===== src/rtl/mult_accum_ctrl.sv =====
// mult_accum_ctrl
//   Feeds an external unsigned pipelined multiplier (MULT_LAT stages, no input
//   or output register) with operand pairs from a framed stream. It also sums
//   the returned products over each frame. When a frame completes, it reports
//   the saturating frame sum, the beat count and an overflow flag as a
//   one-cycle pulse.
//
// Ports
//   clk, rst_n            clock, asynchronous active-low reset
//   in_valid/in_ready     operand pair handshake (accept = in_valid & in_ready)
//   in_a, in_b, in_last   operand pair and end-of-frame marker
//   mult_ce               multiplier clock enable (always 1 out of reset)
//   mult_a, mult_b        registered operands to the multiplier
//   mult_p                multiplier product, valid MULT_LAT clocks after sampling
//   sum_valid             one-cycle pulse qualifying sum_out/cnt_out/ovf
//   sum_out, cnt_out, ovf frame sum, beat count, saturation flag (held)
module mult_accum_ctrl #(
  parameter int OP_W     = 16,
  parameter int MULT_LAT = 3,
  parameter int ACC_W    = 48,
  parameter int CNT_W    = 20
) (
  input  logic               clk,
  input  logic               rst_n,
  input  logic               in_valid,
  output logic               in_ready,
  input  logic [OP_W-1:0]    in_a,
  input  logic [OP_W-1:0]    in_b,
  input  logic               in_last,
  output logic               mult_ce,
  output logic [OP_W-1:0]    mult_a,
  output logic [OP_W-1:0]    mult_b,
  input  logic [2*OP_W-1:0]  mult_p,
  output logic               sum_valid,
  output logic [ACC_W-1:0]   sum_out,
  output logic [CNT_W-1:0]   cnt_out,
  output logic               ovf
);

  typedef enum logic [1:0] {S_IDLE, S_ACCUM, S_DRAIN, S_DONE} state_t;

  state_t             r_state;
  state_t             w_state_nxt;
  logic [MULT_LAT:0]  r_vld;
  logic [ACC_W-1:0]   r_acc;
  logic [CNT_W-1:0]   r_cnt;
  logic               r_ovf;
  logic               w_accept;
  logic               w_first;
  logic               w_add;
  logic [ACC_W:0]     w_acc_sum;
  logic [CNT_W:0]     w_cnt_inc;

  // Saturating accumulate: MSB of the result is the overflow flag.
  function automatic logic [ACC_W:0] acc_add_sat(input logic [ACC_W-1:0] acc,
                                                 input logic [2*OP_W-1:0] p);
    logic [ACC_W:0] s;
    s = {1'b0, acc} + (ACC_W+1)'(p);
    if (s[ACC_W]) s = {1'b1, {ACC_W{1'b1}}};
    return s;
  endfunction

  // Saturating increment: MSB of the result is the overflow flag.
  function automatic logic [CNT_W:0] cnt_inc_sat(input logic [CNT_W-1:0] cnt);
    logic [CNT_W:0] s;
    if (&cnt) s = {1'b1, cnt};
    else      s = {1'b0, cnt + CNT_W'(1)};
    return s;
  endfunction

  assign mult_ce   = 1'b1;
  assign in_ready  = (r_state == S_IDLE) || (r_state == S_ACCUM);
  assign w_accept  = in_valid & in_ready;
  assign w_first   = w_accept && (r_state == S_IDLE);
  // The oldest valid bit lines up with the product on mult_p this cycle.
  assign w_add     = r_vld[MULT_LAT];
  assign w_acc_sum = acc_add_sat(r_acc, mult_p);
  assign w_cnt_inc = cnt_inc_sat(r_cnt);

  always_comb begin
    w_state_nxt = r_state;
    case (r_state)
      S_IDLE:  if (w_accept) w_state_nxt = in_last ? S_DRAIN : S_ACCUM;
      S_ACCUM: if (w_accept && in_last) w_state_nxt = S_DRAIN;
      // Only the oldest bit may remain set: its product is added at this
      // edge, so the accumulator is final for the DONE cycle.
      S_DRAIN: if (r_vld[MULT_LAT-1:0] == '0) w_state_nxt = S_DONE;
      S_DONE:  w_state_nxt = S_IDLE;
      default: w_state_nxt = S_IDLE;
    endcase
  end

  always_ff @(posedge clk or negedge rst_n) begin
    if (!rst_n) begin
      r_state <= S_IDLE;
      r_vld   <= '0;
      mult_a  <= '0;
      mult_b  <= '0;
    end else begin
      r_state <= w_state_nxt;
      r_vld   <= {r_vld[MULT_LAT-1:0], w_accept};
      if (w_accept) begin
        mult_a <= in_a;
        mult_b <= in_b;
      end
    end
  end

  // Frame accumulation: the first beat restarts the frame (the product pipe
  // is empty then, so no add is lost).
  always_ff @(posedge clk or negedge rst_n) begin
    if (!rst_n) begin
      r_acc <= '0;
      r_cnt <= '0;
      r_ovf <= 1'b0;
    end else if (w_first) begin
      r_acc <= '0;
      r_cnt <= CNT_W'(1);
      r_ovf <= 1'b0;
    end else begin
      if (w_add)    r_acc <= w_acc_sum[ACC_W-1:0];
      if (w_accept) r_cnt <= w_cnt_inc[CNT_W-1:0];
      r_ovf <= r_ovf | (w_add & w_acc_sum[ACC_W]) | (w_accept & w_cnt_inc[CNT_W]);
    end
  end

  // Result stage: captured during DONE, held until the next frame completes.
  always_ff @(posedge clk or negedge rst_n) begin
    if (!rst_n) begin
      sum_valid <= 1'b0;
      sum_out   <= '0;
      cnt_out   <= '0;
      ovf       <= 1'b0;
    end else begin
      sum_valid <= (r_state == S_DONE);
      if (r_state == S_DONE) begin
        sum_out <= r_acc;
        cnt_out <= r_cnt;
        ovf     <= r_ovf;
      end
    end
  end

endmodule


===== config.mk =====
export PLATFORM = sky130hd
export DESIGN_NAME = mult_accum_ctrl
export DESIGN_NICKNAME = d
export VERILOG_FILES = /design/src/rtl/mult_accum_ctrl.sv
export SDC_FILE = /design/constraint.sdc
export NUM_CORES = 1
export LEC_CHECK = 0
export ABC_AREA = 1
export ABC_CLOCK_PERIOD_IN_PS = 3000
export CELL_PAD_IN_SITES_DETAIL_PLACEMENT = 0
export CELL_PAD_IN_SITES_GLOBAL_PLACEMENT = 2
export CORE_MARGIN = 2
export CORE_UTILIZATION = 31
export DETAILED_ROUTE_END_ITERATION = 10
export PLACE_DENSITY = 0.93
export RECOVER_POWER = 50
export SLEW_MARGIN = 20
export SYNTH_ARGS = -nofsm -noshare
export SYNTH_HDL_FRONTEND = slang
export SYNTH_SLANG_ARGS = --single-unit

===== constraint.sdc =====
create_clock -name clk -period 3 [get_ports clk]
set_input_delay 0.6 -clock clk [delete_from_list [all_inputs] [get_ports clk]]
set_output_delay 0.6 -clock clk [all_outputs]
set_load 0.02 [all_outputs]

Word level (Yosys, flattened, before mapping) --
Index checks and enable logic that the tools add are counted.
Operators by class: multiplexer cells 12, equality and inequality tests 7, reductions and logical operators 10, add/sub/neg operators 2, bitwise logic cells 5
Operators with widths (count):
- $mux W48 | 2
- $add A48 B32 Y49 | 1
- $mux W49 | 1
- $mux W20 | 2
- $mux W21 | 1
- $add A20 B1 Y20 const B | 1
- $reduce_and A20 Y1 | 1
- $mux W2 | 4
- $pmux W2 S4 | 1
- $ne A2 B2 Y1 const B | 3
- $eq A2 B2 Y1 const B | 2
- $reduce_bool A2 Y1 | 2
- $and A1 B1 Y1 | 3
- $logic_not A3 Y1 | 1
- $reduce_and A3 Y1 | 1
- $eq A2 B1 Y1 const B | 1
- $logic_and A1 B1 Y1 | 2
- $logic_not A2 Y1 | 1
- $ne A2 B1 Y1 const B | 1
- $or A1 B1 Y1 | 2
- $reduce_and A2 Y1 | 1
- $logic_or A1 B1 Y1 | 1
- $mux W1 | 1
Word-level totals: register bits after elaboration 177

Longest topological paths before layout --
Gate-level depths: netlist (run 1).
depth after elaboration 6, mapped depth 15, gate-level depth less buffers 15

Least setup slack after synthesis (run 1) --
OpenSTA, ideal clock, no wires.
kind input-to-reg, from input port mult_p[0], to register r_acc[24], data arrival time 2.316 ns, required time 2.881 ns, path buffers 1, stages on the path 15, path slack 0.565 ns, setup time 0.119 ns, cell sequence ha_1 fa_1 nand3_1 nand3_2 nand2_1 nand2_1 nand2_1 nand2_1 nand2_1 nand2_2 nand2_4 inv_2 buf_6 a21oi_1 nand2_1
On the way: word-level cells in the longest chain between the ends 4
RTL lines:
- start: declaration | line 33 | input logic [2*OP_W-1:0] mult_p,
- $add A48 B32 Y49 | line 58 | s = {1'b0, acc} + (ACC_W+1)'(p);
- $mux W49 | line 59 | if (s[ACC_W]) s = {1'b1, {ACC_W{1'b1}}};
- $mux W48 | line 121 | if (w_add) r_acc <= w_acc_sum[ACC_W-1:0];
- $mux W48 | line 116 | end else if (w_first) begin
- end signal: assignment | line 121
- end: declaration | line 45 | logic [ACC_W-1:0] r_acc;
No other way between the ends. The select of a mux whose other input is x is not followed. A chain may end at the register's enable or synchronous reset.

Worst setup path in the final report (run 1) --
from register r_state[0], to output port in_ready
On the way: word-level cells in the longest chain between the ends 2, elaborated cells between the ends (all ways) 3, those cells by class 1 x eq/ne; 2 x reduce/logical
RTL lines:
- start: declaration | line 42 | state_t r_state;
- start signal: assignment | line 100 | r_state <= w_state_nxt;
- $eq A2 B1 Y1 or $logic_not A2 Y1 (tied branches) | line 72 | assign in_ready = (r_state == S_IDLE) || (r_state == S_ACCUM);
- $logic_or A1 B1 Y1 * | line 72
- end: declaration | line 26 | output logic in_ready,
Mark *: on every way between the ends. The rest lies on a longest branch, timed or not.

==> flow_summary.toml, run 1 <==
[synthesis]
synthFlopType = "dfrtp_1"
synth_most_common_cell = "nand2_1"
syn-cell-area_sq_um = 10700
synth_edf_count = 0
ys_warn_count = 0
syn-mean-instance-area_sq_um = 7.22
ys_ff_latch = 177
async_reset_ff_share_pct = 100
yosysTopAreaCell = "dfrtp_1"
ys_types = 46
synth_fp_nets = 1592
netlist.area_leader.share_pct = 41.3
seq_area_frac_synth_pct = 41.3
postSynthCellCount = 1486
synth_common_cells = "550 x nand2_1, 199 x inv_1, 177 x dfrtp_1"
yosys-top-cells-area = "dfrtp_1 41%, nand2_1 19%, inv_1 7.0%"

[critical_path]
cpLargestDelayFamily = "buffers and inverters"
cpMaxStageDelayCell = "clkdlybuf4s50_1"
crit_chain = "inv_1 > ha_1 > or2_4 > clkdlybuf4s50_1"
start_kind = "flip-flop"
worstSetupPathType = "flip-flop to output pin"
critPathBufInv = 2
critical-path-max-stage-delay_ns = 0.56
r2r_slack_ns = 0.58
timing.rr.start = "r_state[0]$_DFFE_PN0P_"
reg2regPathDepth = 11
setup.worst_path.start = "r_state[0]$_DFFE_PN0P_"
worst_ep_required_time_ns = 2.40
cp_max_fo = 4
r2r_end = "r_acc[31]$_DFFE_PN0P_"
endpoint = "in_ready"
worst-path-stages = 4
worstSetupEndpointType = "output pin"
cp.arrival_ns = 2.03

[die]
fp.dieArea_sq_um = 36100
ios = 172
fp.dieH_microns = 190
chipWidth_microns = 190
row_count = 68
coreArea_sq_um = 34300
start_util_pct = 31.3

[global_routing]
grt_pass1_wl_microns = 53300
grt_use_total_pct = 19.1
overflow = 0
grt_pass1_vias = 9869
grt_max_degree = 66
antenna_found_initial = 1

[cells_and_area]
stdcell_count = 2149
nNetsFinal = 1786
drive_gt1_share_pct = 9.63
syn2layout_area_growth_pct = 28.1

[clock_network]
cts_tree = "yes"
numCtsBuffers = 17
cts.clk_slew.worst_paths_ns = 0.08
postCtsSetupBuffers = 0
clock_latency_ns = 0.47
clock_tree.htree_level_count = 4
post_cts_resized = 0
cts_hold_buf = 0
clock-sinks = 177
clockBufferDepth = 2
cts-root-buf = "clkbuf_16"

[detailed_routing]
drc = 0
drt_iter0_drc = 513
routed.top_layer = "met4"
wl_met3_microns = 2080
met2_length_microns = 15200
vias = 9956
postRouteAntennaNets = 0
routedWlPerCell_microns = 15.5
dr.pass1.iters = 5
wl_microns = 33200
vias_per_cell = 4.63
drt-met1-wl_microns = 15300

[timing]
hold_ws_ns = 0.378
setup-violations-final = 0
period_share_pct = 87.8
slew_headroom_pct = -19.0
period_minus_slack_ns = 2.63
rsz0062_at_grt = "false"
slew_viol_final = 66
setup_ws_ns = 0.367
hold_viol = 0
worst_pin_slew_ns = 1.79
fmax_mhz = 380
fin_skew_ns = 0.0201
setup_tns_ns = 0

[power]
power.total_mw = 13.7
p_leak_nw = 7.05
pwr_density_cell_nw_per_um2 = 996
vdd_drop_max_v = 0.000568

[place]
pre_cts_ws_ns = 0.00816
routabilityCongestion = 0.884
portBuffers = 170
post-dp-hpwl_microns = 25700
dp.cells = 2116

[min_path]
hp-class = "flip-flop to flip-flop"
whs_path_depth = 0

[flow_run]
drv_cap = 1

[status]
violations = "capacitance limit, slew limit"
outcome = "finished with violations"
where the power goes:
part	leakage (nW)	switching, mW	internal, mW	total, mW
Sequential	2.26	0.657	3.35	4.01
Clock	0.288	1.15	1.12	2.27
Combinational	4.50	4.40	3.02	7.42
Total	7.05	6.21	7.49	13.7
cell type report:
| class | instances | area, sq um |
|---|---|---|
| Antenna cell | 1 | 2.50 |
| Clock buffer | 17 | 425 |
| Inverter | 211 | 795 |
| Fill cell | 3529 | 20500 |
| Clock inverter | 15 | 168 |
| Tap cell | 455 | 569 |
| Multi-Input combinational cell | 1064 | 5330 |
| Timing Repair Buffer | 209 | 2030 |
| Sequential cell | 177 | 4430 |
through the flow:
stage	util [%]	cell area, sq um
after floorplan	-	10700
after global placement	38.5	13200
final	40.1	13800
after CTS	40.2	13800
after global routing	40.1	13700
after detailed placement	38.5	13200
placed cells by master, fill, tap and decap left out, types with 15 or more instances in the layout:
cell type | synthesis | routed
mux2_2 | 41 | 41
o21ai_0 | 21 | 21
inv_1 | 199 | 199
nor2_1 | 117 | 117
clkbuf_16 | 0 | 17
a21oi_1 | 79 | 79
dfrtp_1 | 177 | 177
clkdlybuf4s50_1 | 0 | 169
nand2_1 | 550 | 550
nand4_1 | 19 | 19
nor3_1 | 15 | 15
ha_1 | 37 | 37
buf_4 | 6 | 31
nand3_1 | 94 | 94
sequential cells by signal, indices dropped and copies added (netlist names):
name and flops:
cnt_out 20, mult_a 16, mult_b 16, ovf 1, r_acc 48, r_cnt 20
r_ovf 1, r_state 2, r_vld 4, sum_out 48, sum_valid 1
routing by layer:
metal,vias up,GRT usage (%)
met2,240,30.9
li1,5054,-
met3,37,5.20
met1,4625,24.8
met4,0,5.87
met5,-,0
logic make-up after synthesis:
group | count (synthesis) | share of synthesized area [%]
mux | 41 | 4.30
simple gates | 844 | 33.4
xor+xnor | 11 | 0.898
buf+inv | 245 | 9.07
fa+ha+maj | 38 | 4.50
other cells | 1 | 0.0349
flops | 177 | 41.3
compound gates | 129 | 6.55
worst reg2reg max path, stage by stage, from the launching register on:
cell and delay [ns]:
dfrtp_1 0.39, inv_1 0.09, ha_1 0.24, or2_4 0.29, nand2_8 0.08, nor2_8 0.04
inv_4 0.17, nand2_2 0.19, inv_2 0.35, buf_4 0.34, nand3_1 0.12, nand3_1 0.07
how the worst min path moves through the flow:
stage	startpoint	endpoint
6_report	r_vld[0]$_DFF_PN0_	r_vld[1]$_DFF_PN0_
5_1_grt	r_vld[0]$_DFF_PN0_	r_vld[1]$_DFF_PN0_
4_1_cts	rst_n	r_acc[27]$_DFFE_PN0P_
3_5_place_dp	r_vld[0]$_DFF_PN0_	r_vld[1]$_DFF_PN0_
3_3_place_gp	r_vld[1]$_DFF_PN0_	r_vld[2]$_DFF_PN0_
2_1_floorplan	rst_n	cnt_out[0]$_DFFE_PN0P_
No activity file was read; power rests on OpenSTA's default activity.
==> run 2, diff against run 1 <==
--- a/config.mk
+++ b/config.mk
@@ -18,3 +18,4 @@
 export SYNTH_ARGS = -nofsm -noshare
 export SYNTH_HDL_FRONTEND = slang
 export SYNTH_SLANG_ARGS = --single-unit
+export TNS_END_PERCENT = 20
==> results of run 2 <==
Same layout as run 1: the final DEF is identical, and so are final timing and power.
==> run 3, diff against run 2 <==
--- a/config.mk
+++ b/config.mk
@@ -11,6 +11,7 @@
 export CELL_PAD_IN_SITES_GLOBAL_PLACEMENT = 2
 export CORE_MARGIN = 2
 export CORE_UTILIZATION = 31
+export CTS_CLUSTER_DIAMETER = 150
 export DETAILED_ROUTE_END_ITERATION = 10
 export PLACE_DENSITY = 0.93
 export RECOVER_POWER = 50
==> results of run 3 <==
Same layout as run 1: the final DEF is identical, and so are final timing and power.
